### src/rtl/bounce_gen_pkg.sv
// Shared types and constants for the bouncy-button stimulus generator.
package bounce_gen_pkg;

  typedef enum logic [1:0] {
    IDLE   = 2'd0,
    BOUNCE = 2'd1,
    SETTLE = 2'd2
  } state_t;

  localparam int unsigned LFSR_W   = 16;
  localparam int unsigned SETTLE_W = 16;

  // Galois feedback mask for x^16 + x^14 + x^13 + x^11 + 1
  localparam logic [LFSR_W-1:0] LFSR_TAPS = 16'hB400;

endpackage

### src/rtl/lfsr16.sv
// Free-running 16-bit Galois LFSR with clock gate; low OUT_W bits exposed.
module lfsr16
  import bounce_gen_pkg::*;
#(
  parameter logic [LFSR_W-1:0] SEED  = 16'hACE1,
  parameter int unsigned       OUT_W = 16
) (
  input  logic             i_clk,
  input  logic             i_rst,
  input  logic             i_cg,
  output logic [OUT_W-1:0] o_lfsr
);

  logic [LFSR_W-1:0] r_lfsr;

  // Right-shifting Galois step; state only moves on enabled cycles
  always_ff @(posedge i_clk) begin
    if (i_rst) begin
      r_lfsr <= SEED;
    end else if (i_cg) begin
      r_lfsr <= {1'b0, r_lfsr[LFSR_W-1:1]} ^ (r_lfsr[0] ? LFSR_TAPS : '0);
    end
  end

  assign o_lfsr = r_lfsr[OUT_W-1:0];

endmodule

### src/rtl/bounce_gen.sv
// Turns clean press/release commands into a bouncy button line that
// settles at the requested level for a guaranteed hold time.
module bounce_gen
  import bounce_gen_pkg::*;
#(
  parameter int unsigned       BOUNCE_W      = 4,
  parameter int unsigned       GLITCH_W      = 4,
  parameter int unsigned       SETTLE_CYCLES = 16,
  parameter logic [LFSR_W-1:0] LFSR_SEED     = 16'hACE1
) (
  input  logic                i_clk,
  input  logic                i_rst,
  input  logic                i_cg,
  input  logic                i_valid,
  output logic                o_ready,
  input  logic                i_level,
  input  logic [BOUNCE_W-1:0] i_nBounce,
  output logic                o_button,
  output logic                o_busy,
  output logic                o_done
);

  localparam int unsigned          TOG_W       = BOUNCE_W + 2;
  localparam logic [SETTLE_W-1:0]  SETTLE_INIT = SETTLE_W'(SETTLE_CYCLES - 1);

  state_t                r_state;
  logic [TOG_W-1:0]      r_toggles;
  logic [GLITCH_W-1:0]   r_glitch;
  logic [SETTLE_W-1:0]   r_settle;
  logic                  r_button;
  logic                  r_busy;
  logic                  r_done;

  logic [GLITCH_W-1:0]   w_glitch_seed;
  logic [TOG_W-1:0]      w_toggles_init;
  logic                  w_accept;

  // Random glitch durations come from the low LFSR bits
  lfsr16 #(
    .SEED  (LFSR_SEED),
    .OUT_W (GLITCH_W)
  ) u_lfsr (
    .i_clk  (i_clk),
    .i_rst  (i_rst),
    .i_cg   (i_cg),
    .o_lfsr (w_glitch_seed)
  );

  // Ready drops during the done cycle so back-to-back commands get a gap
  assign o_ready        = (r_state == IDLE) & i_cg & ~r_done;
  assign w_accept       = i_valid & o_ready;
  assign w_toggles_init = TOG_W'({i_nBounce, 1'b1});

  // Command FSM: odd toggle count guarantees the line ends at the target
  always_ff @(posedge i_clk) begin
    if (i_rst) begin
      r_state   <= IDLE;
      r_toggles <= '0;
      r_glitch  <= '0;
      r_settle  <= '0;
      r_button  <= 1'b0;
      r_busy    <= 1'b0;
      r_done    <= 1'b0;
    end else if (i_cg) begin
      r_done <= 1'b0;
      case (r_state)
        IDLE: begin
          if (w_accept) begin
            r_busy <= 1'b1;
            if (i_level == r_button) begin
              r_state  <= SETTLE;
              r_settle <= SETTLE_INIT;
            end else begin
              r_button <= ~r_button;
              r_glitch <= w_glitch_seed;
              if (i_nBounce == '0) begin
                r_state   <= SETTLE;
                r_settle  <= SETTLE_INIT;
                r_toggles <= '0;
              end else begin
                r_state   <= BOUNCE;
                r_toggles <= w_toggles_init - TOG_W'(1);
              end
            end
          end
        end
        BOUNCE: begin
          if (r_glitch != '0) begin
            r_glitch <= r_glitch - GLITCH_W'(1);
          end else begin
            r_button  <= ~r_button;
            r_toggles <= r_toggles - TOG_W'(1);
            if (r_toggles == TOG_W'(1)) begin
              r_state  <= SETTLE;
              r_settle <= SETTLE_INIT;
            end else begin
              r_glitch <= w_glitch_seed;
            end
          end
        end
        SETTLE: begin
          if (r_settle != '0) begin
            r_settle <= r_settle - SETTLE_W'(1);
          end else begin
            r_done  <= 1'b1;
            r_busy  <= 1'b0;
            r_state <= IDLE;
          end
        end
        default: begin
          r_state <= IDLE;
          r_busy  <= 1'b0;
        end
      endcase
    end
  end

  assign o_button = r_button;
  assign o_busy   = r_busy;
  assign o_done   = r_done;

endmodule

### config.mk
export PLATFORM = sky130hd
export DESIGN_NAME = bounce_gen
export DESIGN_NICKNAME = d
export VERILOG_FILES = /design/src/rtl/bounce_gen_pkg.sv /design/src/rtl/lfsr16.sv /design/src/rtl/bounce_gen.sv
export SDC_FILE = /design/constraint.sdc
export NUM_CORES = 1
export LEC_CHECK = 0
export CORE_ASPECT_RATIO = 0.75
export CORE_MARGIN = 2
export CORE_UTILIZATION = 45
export CTS_CLUSTER_SIZE = 40
export DETAILED_ROUTE_END_ITERATION = 10
export PLACE_DENSITY = 0.67
export SYNTH_ARGS = -nofsm -noshare
export SYNTH_HDL_FRONTEND = slang
export SYNTH_SLANG_ARGS = --single-unit
### constraint.sdc
create_clock -name i_clk -period 2.8 [get_ports i_clk]
set_input_delay 0.56 -clock i_clk [delete_from_list [all_inputs] [get_ports i_clk]]
set_output_delay 0.56 -clock i_clk [all_outputs]
set_load 0.01 [all_outputs]
[Word-level counts from Yosys, hierarchy flattened]
Index checks and enable logic that the tools add are counted.
Cells by class
  add/sub/neg operators: 4
  equality and inequality tests: 12
  muxes and demuxes: 34
  bitwise gates (word level): 7
  reductions and logical operators: 11
Operator list (count)
  16-bit two-way mux: 7
  16-bit case mux with 3 select lines: 1
  6-bit two-way mux: 4
  4-bit two-way mux: 4
  16-bit nonzero test: 1
  16-bit by 1-bit subtractor with 16-bit output (second input constant): 1
  15-bit by 16-bit bitwise XOR with 16-bit output: 1
  5-bit AND reduction: 3
  2-bit two-way mux: 6
  2-bit != test (second input constant): 6
  6-bit case mux with 2 select lines: 1
  4-bit case mux with 2 select lines: 1
  1-bit two-way mux: 7
  7-bit AND reduction: 1
  6-bit by 1-bit == test with 1-bit output (second input constant): 1
  2-bit case mux with 3 select lines: 1
  5-bit by 1-bit subtractor with 6-bit output (second input constant): 1
  6-bit by 1-bit subtractor with 6-bit output (second input constant): 1
  4-bit zero test: 1
  4-bit AND reduction: 1
  4-bit nonzero test: 1
  4-bit by 1-bit subtractor with 4-bit output (second input constant): 1
  1-bit bitwise AND: 3
  3-bit by 1-bit != test with 1-bit output (second input constant): 1
  10 further kinds: 12
Word-level totals
  register bits: 47
  input bits: 9
  output and inout port bits: 4
  word-level logic and storage cells: 76

[Depth between registers and ports, before layout]
  word-level depth: 6
  mapped depth: 9
  gate-level depth less buffers: 7

[Cells and area by module]
Synthesis repeated with hierarchy kept, for this count alone.
Unflattened totals
  cells, all modules: 283
  area, all modules: 2437.3 µm²
Modules (own cells, without submodules)
  bounce_gen: instances 1, cells each 223, area an instance 1778.0 µm², sequential area each 620.6 µm²
  lfsr16: instances 1, cells each 60, area an instance 659.4 µm², sequential area each 320.3 µm²

[Worst setup path after synthesis]
Ideal clock, no wire load.
  kind: input-to-reg
  from: input i_nBounce[3]
  to: register r_settle[11]
  setup time: 0.072 ns
  arrival time: 2.486 ns
  setup slack: 0.242 ns
  stages: 6
  path buffers: 1
  cells stage by stage: or4_1 and4_4 or4_4 buf_6 or4_1 a21oi_1
On the way
  word-level cells in the longest chain between the ends: 3
Ends and longest elaborated chain
  start, declared: RTL line bounce_gen.sv:17  | input logic [BOUNCE_W-1:0] i_nBounce,
  4-bit zero test: RTL line bounce_gen.sv:76  | if (i_nBounce == '0) begin
  3-bit by 1-bit != test with 1-bit output (no line)
  7-bit AND reduction (no line)
  end signal, assigned: RTL line bounce_gen.sv:103  | r_settle <= r_settle - SETTLE_W'(1);
  end, declared: RTL line bounce_gen.sv:29  | logic [SETTLE_W-1:0] r_settle;
Every way passes these cells.
A chain may end at the register's enable or synchronous reset.

[Final worst setup path]
  from: input i_nBounce[3]
  to: register r_settle[12]
The elaborated chain is that of the path after synthesis.

==> impl_metrics.toml <==
[setup_path]
criticalPathCategory = "in -> reg"
r2r_setup_slack_ns = 0.38
crit-reg2reg-capture = "r_toggles[4]$_SDFFE_PP0P_"
cp_max_fo = 15
r2r-start = "r_glitch[0]$_SDFFE_PP0P_"
cp-end-kind = "register"
arrival_ns = 2.99
startpoint = "i_nBounce[3]"
crit_path_start_kind = "primary input"
ff2ff_path_depth = 8
worstPathRequired_ns = 3.03

[synth]
ys_ff_latch = 47
syn_inst = 286
synthXorXnorAreaFrac = 0.01859
synth_area_um2 = 2356
synthMuxAreaShare = 0.06798
synth-compound-area-share = 0.2002
avgSynthCellArea_um2 = 8.238
synth_fa_ha_area_frac = 0.02124
syn_nets = 299
synthSimpleGateAreaFrac = 0.2469
ys_seq_area_frac = 0.3994
yosys_most_used_dff = "dfxtp_1"
synth_top_family_by_area = "simple AND/OR/NAND/NOR gates"
async_flop_share = 0
synth-edff-count = 0
synth_warnings = 0
ys_types = 46

[placement]
pre_cts_ws_ns = -0.2430
port_buffers = 12
hpwlAfterDp_mm = 3.759
gp_congestion = 0.8462
post-place-cells = 361

[worst_hold_path]
hold_start = "o_busy$_SDFFE_PP0P_"
hp-class = "reg -> reg"
worst_hold_path.endpoint = "o_busy$_SDFFE_PP0P_"
min_path_cells = 2

[clock_network]
htreeDepth = 2
cts_buffer_depth = 2
cts-resized-gates = 0
post-cts-setup-buffers = 0
cts-root-buf = "clkbuf_8"
cts_hold_buf = 0
clock-sinks = 47
numCtsBuffers = 5
cts_tree = "yes"
worstSkewPairLatency_ns = 0.30
path_clk_slew_ns = 0.09

[finish]
layout-drive-gt1-share = 0.1036
nFillCells = 451
final_cell_mix = "dfxtp_1, nand2_1, nor2_1"
antennaDiodeCount = 0
area_delta_synth_final_pct = 15.45
nets = 321
final_cells = 369
final_common_cell = "dfxtp_1"

[sta]
grt_setup_unrepaired = "no"
tightestPinTransition_ns = 0.9062
maxSlewViolCount = 0
setup_viol = 0
timing.final.crit_share = 0.9828
fin_crit_ns = 2.752
whs_ns = 0.4731
fmax_mhz = 363.4
max_slew_margin = 0.3912
skew_ns = 0.008918
finalHoldViolCount = 0
setup_ws_ns = 0.04820

[die]
row_count = 22
die_x_um = 87.55
core_area_um2 = 4955
io_pins = 13
chipHeight_um = 66.67
initial_core_util = 0.4755
die_area_um2 = 5837

[drt]
drcViolationCount = 0
drt_iter0_drc = 103
detail-route-antenna-nets = 0
viasPerCell = 5.724
wire_per_inst_um = 14.53
dr.pass1.iters = 4
finalWirelength_mm = 5.363
vias = 2112

[grt]
grt_pass1_vias = 1994
grt_pass1_wl_mm = 9.287
grtUsageMet2 = 0.3068
grt_max_degree = 31
grt_use_total = 0.2041
grtUsageMet1 = 0.2803
use_met3 = 0.05204
busiest_layer = "met2"
grt.overflow.total = 0
antenna_found_initial = 0

[power]
leakagePower_nw = 1.020
p_per_area_nw_per_um2 = 695.4
ir_drop_mv = 0.2749

[status]
status = "finished clean"

[run]
drv_cap = 0
## registers in the layout, indices dropped and copies added (netlist names)
register	count
r_settle	16
u_lfsr.r_lfsr	16
r_toggles	6
r_glitch	4
r_state	2
o_busy	1
o_button	1
o_done	1
## worst max path at each step
stage,endpoint,slack (ns),cells after the start
global route,r_settle[6]$_SDFFE_PP0P_,0.0006,6
finish,r_settle[12]$_SDFFE_PP0P_,0.05,6
CTS,r_settle[12]$_SDFFE_PP0P_,0.08,6
floorplan,r_settle[11]$_SDFFE_PP0P_,0.24,6
detailed placement,r_settle[12]$_SDFFE_PP0P_,-0.24,6
global placement,r_settle[11]$_SDFFE_PP0P_,-0.20,6
## layer usage
metal  wire [µm]  vias to the layer above
li1            -                     1089
met1        2738                      984
met2        2409                       35
met3         159                        4
met4          55                        0
met5           0                        -
## stage by stage
step                power (W)    util  TNS [ns]  area [µm²]
finish               0.001892  0.5490         0        2720
global route         0.002023  0.5490         0        2720
CTS                  0.001905  0.5490         0        2720
detailed placement   0.001450  0.5288    -1.813        2620
global placement     0.001442  0.5288    -1.557        2620
floorplan            0.001256       -         0        2356
## cells by family after synthesis
kind of cell / Yosys count
compound gates: 75
xor+xnor: 5
fa+ha+maj: 4
buf+inv: 26
flops: 47
mux: 16
simple gates: 113
## area by class of cell
type,count,area [µm²],share of cell area
clock buffers,8,100.1,0.03680
inverters,11,41.29,0.01518
multi-input cells,213,1308,0.4807
flip-flops and latches,47,940.9,0.3459
well taps,60,75.07,0.02760
repair buffers,30,255.2,0.09384
## cell usage after synthesis, types with 2 or more instances
master,count,area [µm²]
a211oi_1,4,30.03
a21oi_1,26,130.1
a31o_2,2,17.52
a31oi_1,2,12.51
a32o_1,2,20.02
and4_1,2,17.52
buf_1,2,7.510
buf_2,2,10.01
clkbuf_1,10,37.54
dfxtp_1,47,940.9
ha_1,4,50.05
inv_1,11,41.29
mux2i_1,16,160.2
nand2_1,29,108.9
nand2b_1,6,37.54
nand3_1,5,25.02
nand3b_1,3,22.52
nand4_1,4,25.02
nor2_1,28,105.1
nor2b_1,4,25.02
nor3_1,11,55.05
nor4_1,3,18.77
nor4b_1,2,17.52
o211ai_1,2,15.01
o21ai_0,16,80.08
o31ai_1,13,97.59
or3_1,2,12.51
or4_1,7,52.55
xnor2_1,4,35.03
## worst max-delay path, cell delays in order
cell	delay [ns]
clkdlybuf4s50_1	0.41
or4_1	0.57
and4_4	0.22
or4_4	0.57
or4_1	0.51
a21oi_1	0.14
## where the power goes
group          switching, W  internal [W]
sequential        0.0000653      0.000735
combinational      0.000369      0.000274
clock              0.000223      0.000226
total              0.000657       0.00123
Power figures use the tool's default switching activity.
==> RTL change 1: new RTL, same settings <==
`BOUNCE_W`: 4 -> 3.
--- a/src/rtl/bounce_gen.sv
+++ b/src/rtl/bounce_gen.sv
@@ -3,7 +3,7 @@
 module bounce_gen
   import bounce_gen_pkg::*;
 #(
-  parameter int unsigned       BOUNCE_W      = 4,
+  parameter int unsigned       BOUNCE_W      = 3,
   parameter int unsigned       GLITCH_W      = 4,
   parameter int unsigned       SETTLE_CYCLES = 16,
   parameter logic [LFSR_W-1:0] LFSR_SEED     = 16'hACE1
Interface: changed (resized i_nBounce); port bits go from 13 to 12. No check against the original RTL was run, so the function may have changed too.
==> RTL change 1 against the original RTL <==
Design area is 0.64% lower. Combinational power fell by 1%. Setup slack improved by 0.11 ns. Core utilization up 0.26 points. Sequential cell count is 1 lower. Synthesized area decreased by 2.2%. Largest cell class unchanged. Critical path type is now reg2reg. Clock power rose by 31%. Synthesized cell count shrank 7.7%. Sequential power hardly changed. Routed wire length down 6.5%. Highest routed layer unchanged. Fmax grew 4.0%. Power grew 7.1%.
==> RTL change 1: results (changes against the original RTL) <==
CTS sink cnt -> 46 (-2.1%)
GP Congestion -> 0.787 (-7.0%)
max incr delay on CP -> 0.50 ns (-0.07 ns)
fillers -> 463 (+2.7%)
area occupied by registers -> 921 µm² (-2.1%)
largest net degree at the start of global routing -> 26 (-16%)
met3 usage in global routing -> 4.12% (-1.1 points)
comb_multi_in -> 191 (-10%)
vias in the first global route -> 1,810 (-9.2%)
Max stage delay cell, worst path -> or4b_1
switching share of total power -> 31.2% (-3.5 points)
Avg Cell Area, Syn -> 8.73 µm² (+6.0%)
wire length on met3 -> 202 µm (+27%)
Clk. pwr -> 590 µW (+31%)
# port buffers -> 11 (-1)
final setup skew -> 0.0107 ns (+0.00174 ns)
biggest regs -> r_settle (16), u_lfsr.r_lfsr (16), r_toggles (5)
footprint of the multi-input gates -> 1270 µm² (-2.5%)
multiplexer share of the synthesized area -> 7.38% (+0.59 points)
dpl cell area -> 2560 µm² (-2.1%)
adder-cell share of the synthesized area -> 2.17% (+0.047 points)
layout cells sized above 1 -> 14.4% (+4.0 points)
first-pass GRT wire length -> 8.70 mm (-6.3%)
Layout clock area frac -> 5.09% (+1.4 points)
xor and xnor fraction of the mapped netlist area -> 2.28% (+0.42 points)
actual slew at the worst max-slew pin -> 0.551 ns (-0.355 ns)
GRT Resource Usage Total -> 19.3% (-1.1 points)
top cells by area, synth -> dfxtp_1, mux2i_1, a21oi_1, or4_1, nor2_1
complex-gate fraction of the synthesized area -> 17.4% (-2.6 points)
DP Cell Count -> 337 (-6.6%)
Area growth syn-to-layout -> 17.3%
Starting DRT DRC Count -> 132 (+28%)
sequential share of the synthesized area -> 40.0% (about the same)
bufs w/o clock -> 31 (+3.3%)
Synth cell types -> 47 (+2.2%)
Inverters excl. clock -> 9 (-2)
Post-Route WL -> 5.01 mm (-6.5%)
top post-synthesis cells by count -> dfxtp_1, nor2_1, a21oi_1
Seq/total area -> 34.1% (-0.52 points)
leakage power -> 0.00104 µW (+2.3%)
status -> finished clean
-- RTL change 1: cell types whose count changed in the layout (fill, tap and decap cells not counted), sizes merged, moves of 4 or more --
cell | before | now
nand4 | 4 | 0
nand3 | 5 | 1
or3 | 2 | 11
nand2 | 29 | 18
o21ai | 17 | 6
or4 | 8 | 15
a21oi | 26 | 20
nor2 | 28 | 23
-- RTL change 1: worst paths after layout --
path	slack, ns	startpoint	endpoint
min	0.48	u_lfsr.r_lfsr[7]$_SDFFE_PP1P_	u_lfsr.r_lfsr[7]$_SDFFE_PP1P_
min reg2reg	0.48	u_lfsr.r_lfsr[7]$_SDFFE_PP1P_	u_lfsr.r_lfsr[7]$_SDFFE_PP1P_
max	0.15	r_toggles[1]$_SDFFE_PP0P_	r_settle[15]$_SDFFE_PP0P_
max reg2reg	0.15	r_toggles[1]$_SDFFE_PP0P_	r_settle[15]$_SDFFE_PP0P_
==> RTL change 2: new RTL, same settings <==
Without the edit above. The 3 states of `state_t` get a one-hot encoding in 3 bits.
--- a/src/rtl/bounce_gen_pkg.sv
+++ b/src/rtl/bounce_gen_pkg.sv
@@ -1,10 +1,10 @@
 // Shared types and constants for the bouncy-button stimulus generator.
 package bounce_gen_pkg;
 
-  typedef enum logic [1:0] {
-    IDLE   = 2'd0,
-    BOUNCE = 2'd1,
-    SETTLE = 2'd2
+  typedef enum logic [2:0] {
+    IDLE   = 3'b001,
+    BOUNCE = 3'b010,
+    SETTLE = 3'b100
   } state_t;
 
   localparam int unsigned LFSR_W   = 16;
Check against the original RTL: no difference found for any inputs over 10 cycles, from zero or initial values and one cycle with i_rst high; not proved beyond that.
==> RTL change 2 against the original RTL <==
Routed wire length rose by 1.8%. Power rose by 4.3%. Sequential cell count rose by 1. Synthesized area rose by 9.9%. Design area rose by 7.7%. Combinational power fell by 23%. Fmax rose by 8.5%. Setup slack improved by 0.21 ns. Critical path type is now reg2reg.
==> RTL change 2: results (changes against the original RTL) <==
status -> finished clean
DP HPWL -> 3.74 mm (-0.45%)
CP endpoint -> r_settle[1]$_SDFFE_PP0P_
total die area -> 6380 µm² (+9.4%)
Cells after Synth -> 306 (+7.0%)
actual slew at the worst max-slew pin -> 0.710 ns (-0.197 ns)
Int Pwr -> 1400 µW (+13%)
layout cells sized above 1 -> 11.4% (+1.1 points)
P per Cell Area -> 673 nW/µm² (-3.2%)
Worst Hold Slack -> 0.470 ns (-0.00328 ns)
Layout clock area frac -> 5.42% (+1.7 points)
routed len/inst -> 14.0 µm (-3.7%)
first-pass GRT wire length -> 9.47 mm (+1.9%)
bufs w/o clock -> 19 (-37%)
footprint of the multi-input gates -> 1480 µm² (+13%)
top cells by area, synth -> dfxtp_1, nor2_1, a21oi_1, a211o_1, mux2i_1
nets@finish -> 327 (+1.9%)
routed wl met2 -> 2.40 mm (-0.33%)
hold path depth -> 1 (-1)
sequential share of the synthesized area -> 37.1% (-2.8 points)
via count -> 2,220 (+5.1%)
Inverters excl. clock -> 16 (+5)
Max stage delay cell, worst path -> or3b_2
global routing usage on met1 -> 25.2% (-2.9 points)
crit path from -> r_settle[0]$_SDFFE_PP0P_
fin cells -> 390 (+5.7%)
fillers -> 491 (+8.9%)
Hold Crit Start -> u_lfsr.r_lfsr[12]$_SDFFE_PP0P_
Synth cell types -> 61 (+33%)
critical path peak fanout -> 14 (-1)
met3 usage in global routing -> 3.59% (-1.6 points)
post-route setup slack -> 0.263 ns (+0.215 ns)
Seq/total area -> 32.8% (-1.8 points)
R2R Path End -> r_settle[1]$_SDFFE_PP0P_
share of power burned in registers -> 39.9% (-2.4 points)
Worst Reg-to-Reg Cells -> 7 (-1)
clock latency on the worst-skew pair -> 0.30 ns (about the same)
top post-synthesis cells by count -> dfxtp_1, nor2_1, a21oi_1
comb_multi_in -> 224 (+5.2%)
GRT Resource Usage Total -> 17.8% (-2.6 points)
area occupied by registers -> 961 µm² (+2.1%)
# clk buffers -> 5 (-3)
DP Cell Count -> 382 (+5.8%)
non-clk buf share -> 6.15% (-3.2 points)
final setup skew -> 0.00678 ns (-0.00214 ns)
Starting DRT DRC Count -> 99 (-3.9%)
CTS sink cnt -> 48 (+2.1%)
largest net degree at the start of global routing -> 29 (-6.5%)
M1 wire length -> 2.76 mm (+0.80%)
wire length on met3 -> 238 µm (+50%)
synthesized net count -> 319 (+6.7%)
maximum vdd ir drop -> 327 µV (+19%)
WHS Endpoint -> u_lfsr.r_lfsr[11]$_SDFFE_PP1P_
max incr delay on CP -> 0.53 ns (-0.04 ns)
GP Congestion -> 0.807 (-4.7%)
vias in the first global route -> 2,041 (+2.4%)
dpl cell area -> 2770 µm² (+5.8%)
Post-Place Worst Slack -> 0.00390 ns (+0.247 ns)
-- RTL change 2: cell types whose count changed in the layout (fill, tap and decap cells not counted), moves of 6 or more --
| cell | before | now |
|---|---|---|
| nand2_1 | 29 | 14 |
| o31ai_1 | 13 | 4 |
| or2_2 | 1 | 7 |
| buf_4 | 18 | 6 |
| mux2i_1 | 16 | 7 |
| a21oi_1 | 26 | 20 |
| a31oi_1 | 2 | 8 |
| a211o_1 | 1 | 9 |
-- RTL change 2: cells by family (layout without fill, tap and decap cells) --
| kind of cell | count (synthesis) | count (layout) | synth area share [%] |
|---|---|---|---|
| simple gates | 116 | 116 | 25.6 |
| compound gates | 91 | 91 | 24.6 |
| flops | 48 | 48 | 37.1 |
| buf+inv | 34 | 43 | 5.89 |
| mux | 8 | 8 | 3.14 |
| xor+xnor | 5 | 5 | 1.69 |
| fa+ha+maj | 4 | 4 | 1.93 |
